### src/rtl/node_io.sv
// Node port on the shared multipoint bus: transmit queue, send request, delivery and bypass.
// Define TRISTATE_BUS_EN to release msg_out (22'bz) whenever this node is not driving the bus.
module node_io #(
   parameter int NODE_NUMBER = 0,
   parameter int QUEUE_DEPTH = 4
) (
   input  logic        clk,
   input  logic        reset,
   input  logic [21:0] msg_in,
   input  logic [21:0] msg_rand,
   input  logic [2:0]  control_in,
   output logic [21:0] msg_out,
   output logic [19:0] msg_received,
   output logic [3:0]  request_out
);

   localparam int PW = (QUEUE_DEPTH > 1) ? $clog2(QUEUE_DEPTH) : 1;
   localparam int CW = PW + 1;
   localparam logic [2:0]    NODE_ID  = 3'(NODE_NUMBER);
   localparam logic [CW-1:0] FULL_CNT = CW'(QUEUE_DEPTH);

   logic [21:0]   queue_mem [QUEUE_DEPTH];
   logic [PW-1:0] head_reg, tail_reg, head_next;
   logic [CW-1:0] count_reg, count_next, remain_after_pop;
   logic [21:0]   last_rand_reg;

   logic send_cmd, recv_cmd, bypass_cmd;
   logic q_empty, q_full, pop;
   logic rx_valid, rx_local, fwd_push;
   logic rand_new, rand_local, inj_push, rand_take, push;
   logic [21:0] push_data, head_msg;
   logic [2:0]  next_head_dest;
   logic [3:0]  request_next;

   always_comb begin
      send_cmd   = (control_in == 3'b100);
      recv_cmd   = (control_in == 3'b010);
      bypass_cmd = (control_in == 3'b001);

      q_empty  = (count_reg == '0);
      q_full   = (count_reg == FULL_CNT);
      head_msg = queue_mem[head_reg];
      pop      = send_cmd && !q_empty;

      rx_valid = recv_cmd && (msg_in != '0);
      rx_local = rx_valid && (msg_in[21:19] == NODE_ID);
      fwd_push = rx_valid && !rx_local && !q_full;

      // A pop frees the slot, so a full queue can still accept an injection that cycle.
      rand_new   = (msg_rand != '0) && (msg_rand != last_rand_reg);
      rand_local = (msg_rand[21:19] == NODE_ID);
      inj_push   = rand_new && !rand_local && !fwd_push && (!q_full || pop);
      rand_take  = rand_new && (rand_local || inj_push);

      push      = fwd_push || inj_push;
      push_data = fwd_push ? msg_in : msg_rand;

      head_next        = pop ? head_reg + PW'(1) : head_reg;
      count_next       = count_reg + CW'(push) - CW'(pop);
      remain_after_pop = count_reg - CW'(pop);
      // When nothing survives the pop, the pushed message becomes the new head.
      next_head_dest   = (remain_after_pop == '0) ? push_data[21:19]
                                                  : queue_mem[head_next][21:19];
      request_next     = (count_next != '0) ? {1'b1, next_head_dest} : 4'b0;
   end

   always_comb begin
`ifdef TRISTATE_BUS_EN
      msg_out = 'z;
`else
      msg_out = '0;
`endif
      if (pop)
         msg_out = head_msg;
      else if (bypass_cmd)
         msg_out = msg_in;
   end

   always_ff @(posedge clk) begin
      if (push)
         queue_mem[tail_reg] <= push_data;
   end

   always_ff @(posedge clk or negedge reset) begin
      if (!reset) begin
         head_reg      <= '0;
         tail_reg      <= '0;
         count_reg     <= '0;
         last_rand_reg <= '0;
         msg_received  <= '0;
         request_out   <= '0;
      end else begin
         head_reg    <= head_next;
         count_reg   <= count_next;
         request_out <= request_next;
         if (push)
            tail_reg <= tail_reg + PW'(1);
         if (rand_take)
            last_rand_reg <= msg_rand;
         // Valid pulses for one cycle; payload holds until the next delivery.
         if (rx_local)
            msg_received <= {1'b1, msg_in[18:0]};
         else
            msg_received[19] <= 1'b0;
      end
   end

endmodule

### config.mk
export PLATFORM = sky130hd
export DESIGN_NAME = node_io
export DESIGN_NICKNAME = d
export VERILOG_FILES = /design/src/rtl/node_io.sv
export SDC_FILE = /design/constraint.sdc
export NUM_CORES = 1
export LEC_CHECK = 0
export ABC_CLOCK_PERIOD_IN_PS = 2900
export CAP_MARGIN = 25
export CORE_ASPECT_RATIO = 2
export CORE_MARGIN = 2
export CORE_UTILIZATION = 49
export CTS_BUF_LIST = sky130_fd_sc_hd__clkbuf_8 sky130_fd_sc_hd__clkbuf_16
export DETAILED_ROUTE_END_ITERATION = 12
export PLACE_DENSITY = 0.88
export SLEW_MARGIN = 20
export SYNTH_ARGS = -nofsm -noshare
export SYNTH_HDL_FRONTEND = slang
export SYNTH_SLANG_ARGS = --single-unit
### constraint.sdc
create_clock -name clk -period 2.9 [get_ports clk]
set_input_delay 0.58 -clock clk [delete_from_list [all_inputs] [get_ports clk]]
set_output_delay 0.58 -clock clk [all_outputs]
set_load 0.01 [all_outputs]
Word level (Yosys, flattened, before mapping)
Memory sizes are Yosys's and may differ from the RTL's.
Cells that the tools add are included.
{"block": "totals", "regBits": 53, "ramBits": 88, "inputBits": 49, "out_inout_bits": 46, "wordCells": 52, "n_memories": 1}
{"block": "op_classes", "n_addsub": 5, "n_eq_ne": 5, "muxes": 9, "n_reduce_logical": 25}
{"memory": "queue_mem", "words": 4, "width": 22, "read_ports": 2, "rd_ports_with_merged_regs": 0, "write_ports": 1, "line_no": "22", "text": "logic [21:0] queue_mem [QUEUE_DEPTH];"}
{"op": "two-way mux 22 bit", "count": 3}
{"op": "nonzero test 22 bit", "count": 2}
{"op": "inequality test 22 bit", "count": 1}
{"op": "logical NOT 3 bit", "count": 4}
{"op": "logical AND 1 bit", "count": 10}
{"op": "equality test 3 bit (second input constant)", "count": 2}
{"op": "subtractor 3 x 1 -> 3 bit", "count": 2}
{"op": "logical NOT 1 bit", "count": 5}
{"op": "adder 2 x 1 -> 2 bit (second input constant)", "count": 2}
{"op": "two-way mux 4 bit", "count": 1}
{"op": "adder 3 x 1 -> 3 bit", "count": 1}
{"op": "equality test 3 x 1 -> 1 bit (second input constant)", "count": 1}
{"op": "equality test 3 x 2 -> 1 bit (second input constant)", "count": 1}
{"op": "logical OR 1 bit", "count": 3}
{"op": "two-way mux 1 bit", "count": 3}
{"op": "two-way mux 3 bit", "count": 1}
{"op": "nonzero test 3 bit", "count": 1}
{"op": "two-way mux 2 bit", "count": 1}

Longest topological paths before layout
{"block": "logic_depth", "depth_word": 14, "ltp_mapped": 15}

Least setup slack after synthesis
Ideal clock, no wire load.
{"block": "synth_path", "kind": "input to register", "startpoint": "input port control_in[2]", "endpoint": "register request_out[0]", "setup_time_ps": 124, "arrival_time_ps": 3353, "slack_ps": -577, "stages": 15, "cell_sequence": "or3b_1 > nor3_4 > nor3_1 > a21oi_4 > inv_1 > ha_1 > inv_1 > ha_1 > fa_1 > xnor2_1 > xnor2_1 > or3_1 > clkbuf_1 > nand2_1 > o31ai_1"}
{"block": "synth_between", "elab_chain_len": 14, "word_cells_on_any_way": 23}
{"item": "start, declared", "line_no": "11", "text": "input logic [2:0] control_in,"}
{"item": "equality test 3 x 2 -> 1 bit", "line_no": "37", "text": "recv_cmd = (control_in == 3'b010);"}
{"item": "logical AND 1 bit", "line_no": "45", "text": "rx_valid = recv_cmd && (msg_in != '0);"}
{"item": "logical AND 1 bit", "line_no": "46", "text": "rx_local = rx_valid && (msg_in[21:19] == NODE_ID);"}
{"item": "logical NOT 1 bit", "line_no": "47", "text": "fwd_push = rx_valid && !rx_local && !q_full;"}
{"item": "logical AND 1 bit (2 in a row)", "line_no": "47"}
{"item": "logical NOT 1 bit", "line_no": "52", "text": "inj_push = rand_new && !rand_local && !fwd_push && (!q_full || pop);"}
{"item": "logical AND 1 bit (2 in a row)", "line_no": "52"}
{"item": "logical OR 1 bit", "line_no": "55", "text": "push = fwd_push || inj_push;"}
{"item": "adder 3 x 1 -> 3 bit", "line_no": "59", "text": "count_next = count_reg + CW'(push) - CW'(pop);"}
{"item": "subtractor 3 x 1 -> 3 bit (*)", "line_no": "59"}
{"item": "net count_next[2]", "line_no": "24", "text": "logic [CW-1:0] count_reg, count_next, remain_after_pop;"}
{"item": "nonzero test 3 bit (*)", "line_no": "64", "text": "request_next = (count_next != '0) ? {1'b1, next_head_dest} : 4'b0;"}
{"item": "two-way mux 4 bit (*)", "line_no": "64"}
{"item": "net request_next[0]", "line_no": "33", "text": "logic [3:0] request_next;"}
{"item": "end signal, assigned", "line_no": "95", "text": "request_out <= request_next;"}
{"item": "end, declared", "line_no": "14", "text": "output logic [3:0] request_out"}
Mark *: on every way through the listed nets, which the timed path passes. The rest lies on a longest branch.
A chain may end at the register's enable or synchronous reset.

Worst setup path after layout
{"block": "layout_path", "startpoint": "input port msg_rand[2]", "endpoint": "register request_out[1]"}
{"block": "layout_between", "elab_chain_len": 10, "word_cells_on_any_way": 11}
{"item": "start, declared", "line_no": "10", "text": "input logic [21:0] msg_rand,"}
{"item": "inequality test 22 bit / nonzero test 22 bit (equally long branches)", "line_no": "50", "text": "rand_new = (msg_rand != '0) && (msg_rand != last_rand_reg);"}
{"item": "logical AND 1 bit (*)", "line_no": "50"}
{"item": "logical AND 1 bit (*) (3 in a row)", "line_no": "52"}
{"item": "logical OR 1 bit (*)", "line_no": "55"}
{"item": "adder 3 x 1 -> 3 bit (*)", "line_no": "59"}
{"item": "subtractor 3 x 1 -> 3 bit (*)", "line_no": "59"}
{"item": "net count_next[2]", "line_no": "24"}
{"item": "nonzero test 3 bit (*)", "line_no": "64"}
{"item": "two-way mux 4 bit (*)", "line_no": "64"}
{"item": "net request_next[1]", "line_no": "33"}
Marked as above.

==> qor.yml <==
synthesis:
  synth.top_cell.area_share_pct: 40.7
  ys_warn_count: 0
  synth.yosys.seq_area_share_pct: 61.1
  syn_inst: 406
  synth_area_leaders: "edfxtp_1, dfrtp_1, mux2_2"
  ys_ff_latch: 141
  synth-edff-count: 88
  ys.flop_type: "edfxtp_1"
  synth.distinct_cells: 48
  netlist_area_um2: 6500
  synth_area_leader_cell: "edfxtp_1"
  async_flop_share_pct: 37.6
  synth_nets: 463
  synth_area_per_cell_um2: 16.0
routing:
  dr.pass1.iters: 5
  drc: 0
  routed_via_density: 6.02
  wl_per_cell_um: 24.4
  drt_iter0_markers: 308
  vias: 4477
  wirelength_um: 18200
  ant_nets: 0
worst_setup_path:
  cp_max_fo: 5
  required_ns: 3.18
  critical_path.cell_chain: "dlygate4sd2_1 > xnor2_2 > nand4_1 > nor4_4 > a21oi_4 > inv_2 > ha_4 > inv_2 > ha_4 > fa_2 > xnor2_2 > xnor2_2 > or3_4 > nand3_2 > o31ai_4"
  cpMostUsedCell: "xnor2_2"
  crit_family: "simple AND/OR/NAND/NOR gates"
  max_stage_delay_ns: 0.39
  r2r_slack_ns: -0.10
  crit_arrival_ns: 3.30
  endpoint_kind: "register"
  path_buf_inv: 3
  worstSetupPathType: "primary input to register"
  startpoint_type: "primary input"
  cp_slowest_cell: "or3_4"
clocking:
  cts_max_path_buffers: 2
  ctsHoldBuffers: 0
  cts_tree: "built"
  insertion_delay_ns: 0.41
  cts_made_buffers: 17
  clock-sinks: 141
  htree_num_levels: 4
  clk_pin_slew_ns: 0.06
  clockRootBuffer: "clkbuf_16"
sta:
  rsz0062_at_grt: "yes"
  period_share_pct: 104
  fmax_mhz: 331
  fin_skew_ns: 0.00893
  fin_setup_tns_ns: -0.320
  fin_crit_ns: 3.02
  worst_slew_pin_slew_ns: 0.562
  timing.final.max_slew_violations: 0
  hold_viol: 0
  fin_ws_ns: -0.120
  setup_viol_count_final: 3
  max_slew_margin_pct: 62.5
final_layout:
  areaGrowthSynthToFinish_pct: 35.7
  drive_gt1_share_pct: 38.3
  antennaDiodeCount: 0
  fillerInstances: 844
  largest_register_ffs: 88
  ff_latch_area_um2: 3970
  nets: 636
  multi_input_area_um2: 2540
die:
  io_pins: 95
  die-area_um2: 14300
  start_util_pct: 50.0
  row_count: 59
  die_x_um: 85.4
  core_um2: 13000
  die-height_um: 167
power_and_ir_drop:
  power_uw: 8050
  ir_drop_uv: 660
  leakage_uw: 0.00365
  power_density_nw_per_um2: 913
outcome:
  failed_checks: "negative setup slack"
  status: "complete, but fails checks"
grt:
  grt_first_pass_wirelength_um: 28000
  overflow: 0
  antenna_found_initial: 0
  grt_util_all_layers_pct: 26.6
  grt_max_degree: 35
  grt_pass1_vias: 5083
placement:
  gp_congestion: 0.899
  dp_hpwl_um: 13100
  port_buffers: 94
min_path:
  hp-class: "primary input to asynchronous set/reset pin"
job:
  max-cap-violations: 0
-- logic make-up (layout without fill, tap and decap cells) --
logic type      after synthesis  after routing  share of synthesized area [%]
compound gates               51             51                           6.22
xor+xnor                     28             28                           3.78
fa+ha+maj                     8              8                           1.66
buf+inv                      30            216                           2.29
flops                       141            141                           61.1
mux                          86             86                           19.1
simple gates                 62             62                           5.87
-- final timing paths --
kind                                         startpoint                      endpoint  cells past startpoint
min in group clk           msg_received[17]$_DFFE_PN0P_  msg_received[17]$_DFFE_PN0P_                      2
max reg2reg                last_rand_reg[2]$_DFFE_PN0P_      request_out[1]$_DFF_PN0_                     14
max in group asynchronous                         reset  last_rand_reg[8]$_DFFE_PN0P_                      2
min                                               reset  msg_received[13]$_DFFE_PN0P_                      1
min reg2reg                msg_received[17]$_DFFE_PN0P_  msg_received[17]$_DFFE_PN0P_                      2
max                                         msg_rand[2]      request_out[1]$_DFF_PN0_                     15
-- routing by layer --
layer | routed length (um) | vias to the layer above | GRT usage (%)
li1 | - | 1923 | -
met1 | 6120 | 2262 | 27.5
met2 | 10000 | 212 | 47.7
met3 | 845 | 80 | 4.91
met4 | 1170 | 0 | 17.1
met5 | 0 | - | 0
-- worst reg2reg max path: stages (launching register included) --
cell	delay, ns
dfrtp_1	0.41
xnor2_2	0.22
nand4_1	0.17
nor4_4	0.38
a21oi_4	0.10
inv_2	0.07
ha_4	0.12
inv_2	0.04
ha_4	0.15
fa_2	0.35
xnor2_2	0.16
xnor2_2	0.15
or3_4	0.39
nand3_2	0.10
o31ai_4	0.07
-- where the power goes --
| part | switching (uW) | total (uW) | internal [uW] |
|---|---|---|---|
| Sequential | 284 | 3140 | 2860 |
| Clock | 828 | 2020 | 1190 |
| Combinational | 1460 | 2900 | 1440 |
| Total | 2570 | 8050 | 5480 |
-- cell usage in the layout (no fill, tap or decap), types with 6 or more instances in the layout --
cell	n
a22o_1	24
mux2_4	17
xnor2_2	8
dlygate4sd2_1	39
mux2_2	44
nor4_1	8
nand2_1	15
dfrtp_1	53
nand4_1	8
clkdlybuf4s50_1	43
clkbuf_16	17
o21ai_0	6
inv_1	13
mux4_2	19
a21oi_1	8
buf_4	75
edfxtp_1	88
xnor2_1	20
-- final cells by class --
cell class,count,area share [%]
flip-flops and latches,141,45.0
inverters,12,0.511
well taps,152,2.16
repair buffers,172,17.3
clock inverters,14,1.23
clock buffers,18,4.98
multi-input cells,235,28.8
-- timing repair --
action,CTS,global route
gates cloned,0,0
resized for setup,74,19
pin swaps,23,14
hold endpoints to repair,0,0
buffers inserted,3,2
endpoints found under the setup margin,26,7
-- synth_stat cells (2+ instances only) --
| cell type | n |
|---|---|
| a21oi_1 | 8 |
| buf_1 | 3 |
| and2_1 | 4 |
| or3_1 | 2 |
| a22o_1 | 24 |
| nor4_1 | 8 |
| nand4_1 | 8 |
| nor3_1 | 3 |
| clkbuf_1 | 5 |
| dfrtp_1 | 53 |
| nor2_1 | 3 |
| buf_2 | 5 |
| buf_4 | 2 |
| nand3_1 | 4 |
| o21ai_0 | 7 |
| o31ai_1 | 2 |
| ha_1 | 7 |
| mux2i_1 | 5 |
| edfxtp_1 | 88 |
| mux2_2 | 44 |
| mux4_2 | 19 |
| buf_6 | 3 |
| mux2_4 | 17 |
| nand2_1 | 16 |
| or3b_1 | 2 |
| nor3b_1 | 2 |
| o2bb2ai_1 | 4 |
| xnor2_1 | 28 |
| inv_1 | 11 |
-- through the flow --
stage | hold slack [ns] | worst slack, ns | utilization [%] | area, um^2 | std cells
2_1_floorplan | 0.284 | -0.392 | - | 6520 | 406
3_3_place_gp | 0.460 | -0.822 | 62.6 | 8140 | 707
3_5_place_dp | 0.478 | -1.03 | 62.6 | 8140 | 707
4_1_cts | 0.159 | -0.161 | 67.2 | 8740 | 742
5_1_grt | 0.179 | -0.197 | 67.9 | 8820 | 744
6_report | 0.160 | -0.120 | 67.9 | 8820 | 744
No activity file was read; power rests on OpenSTA's default activity.
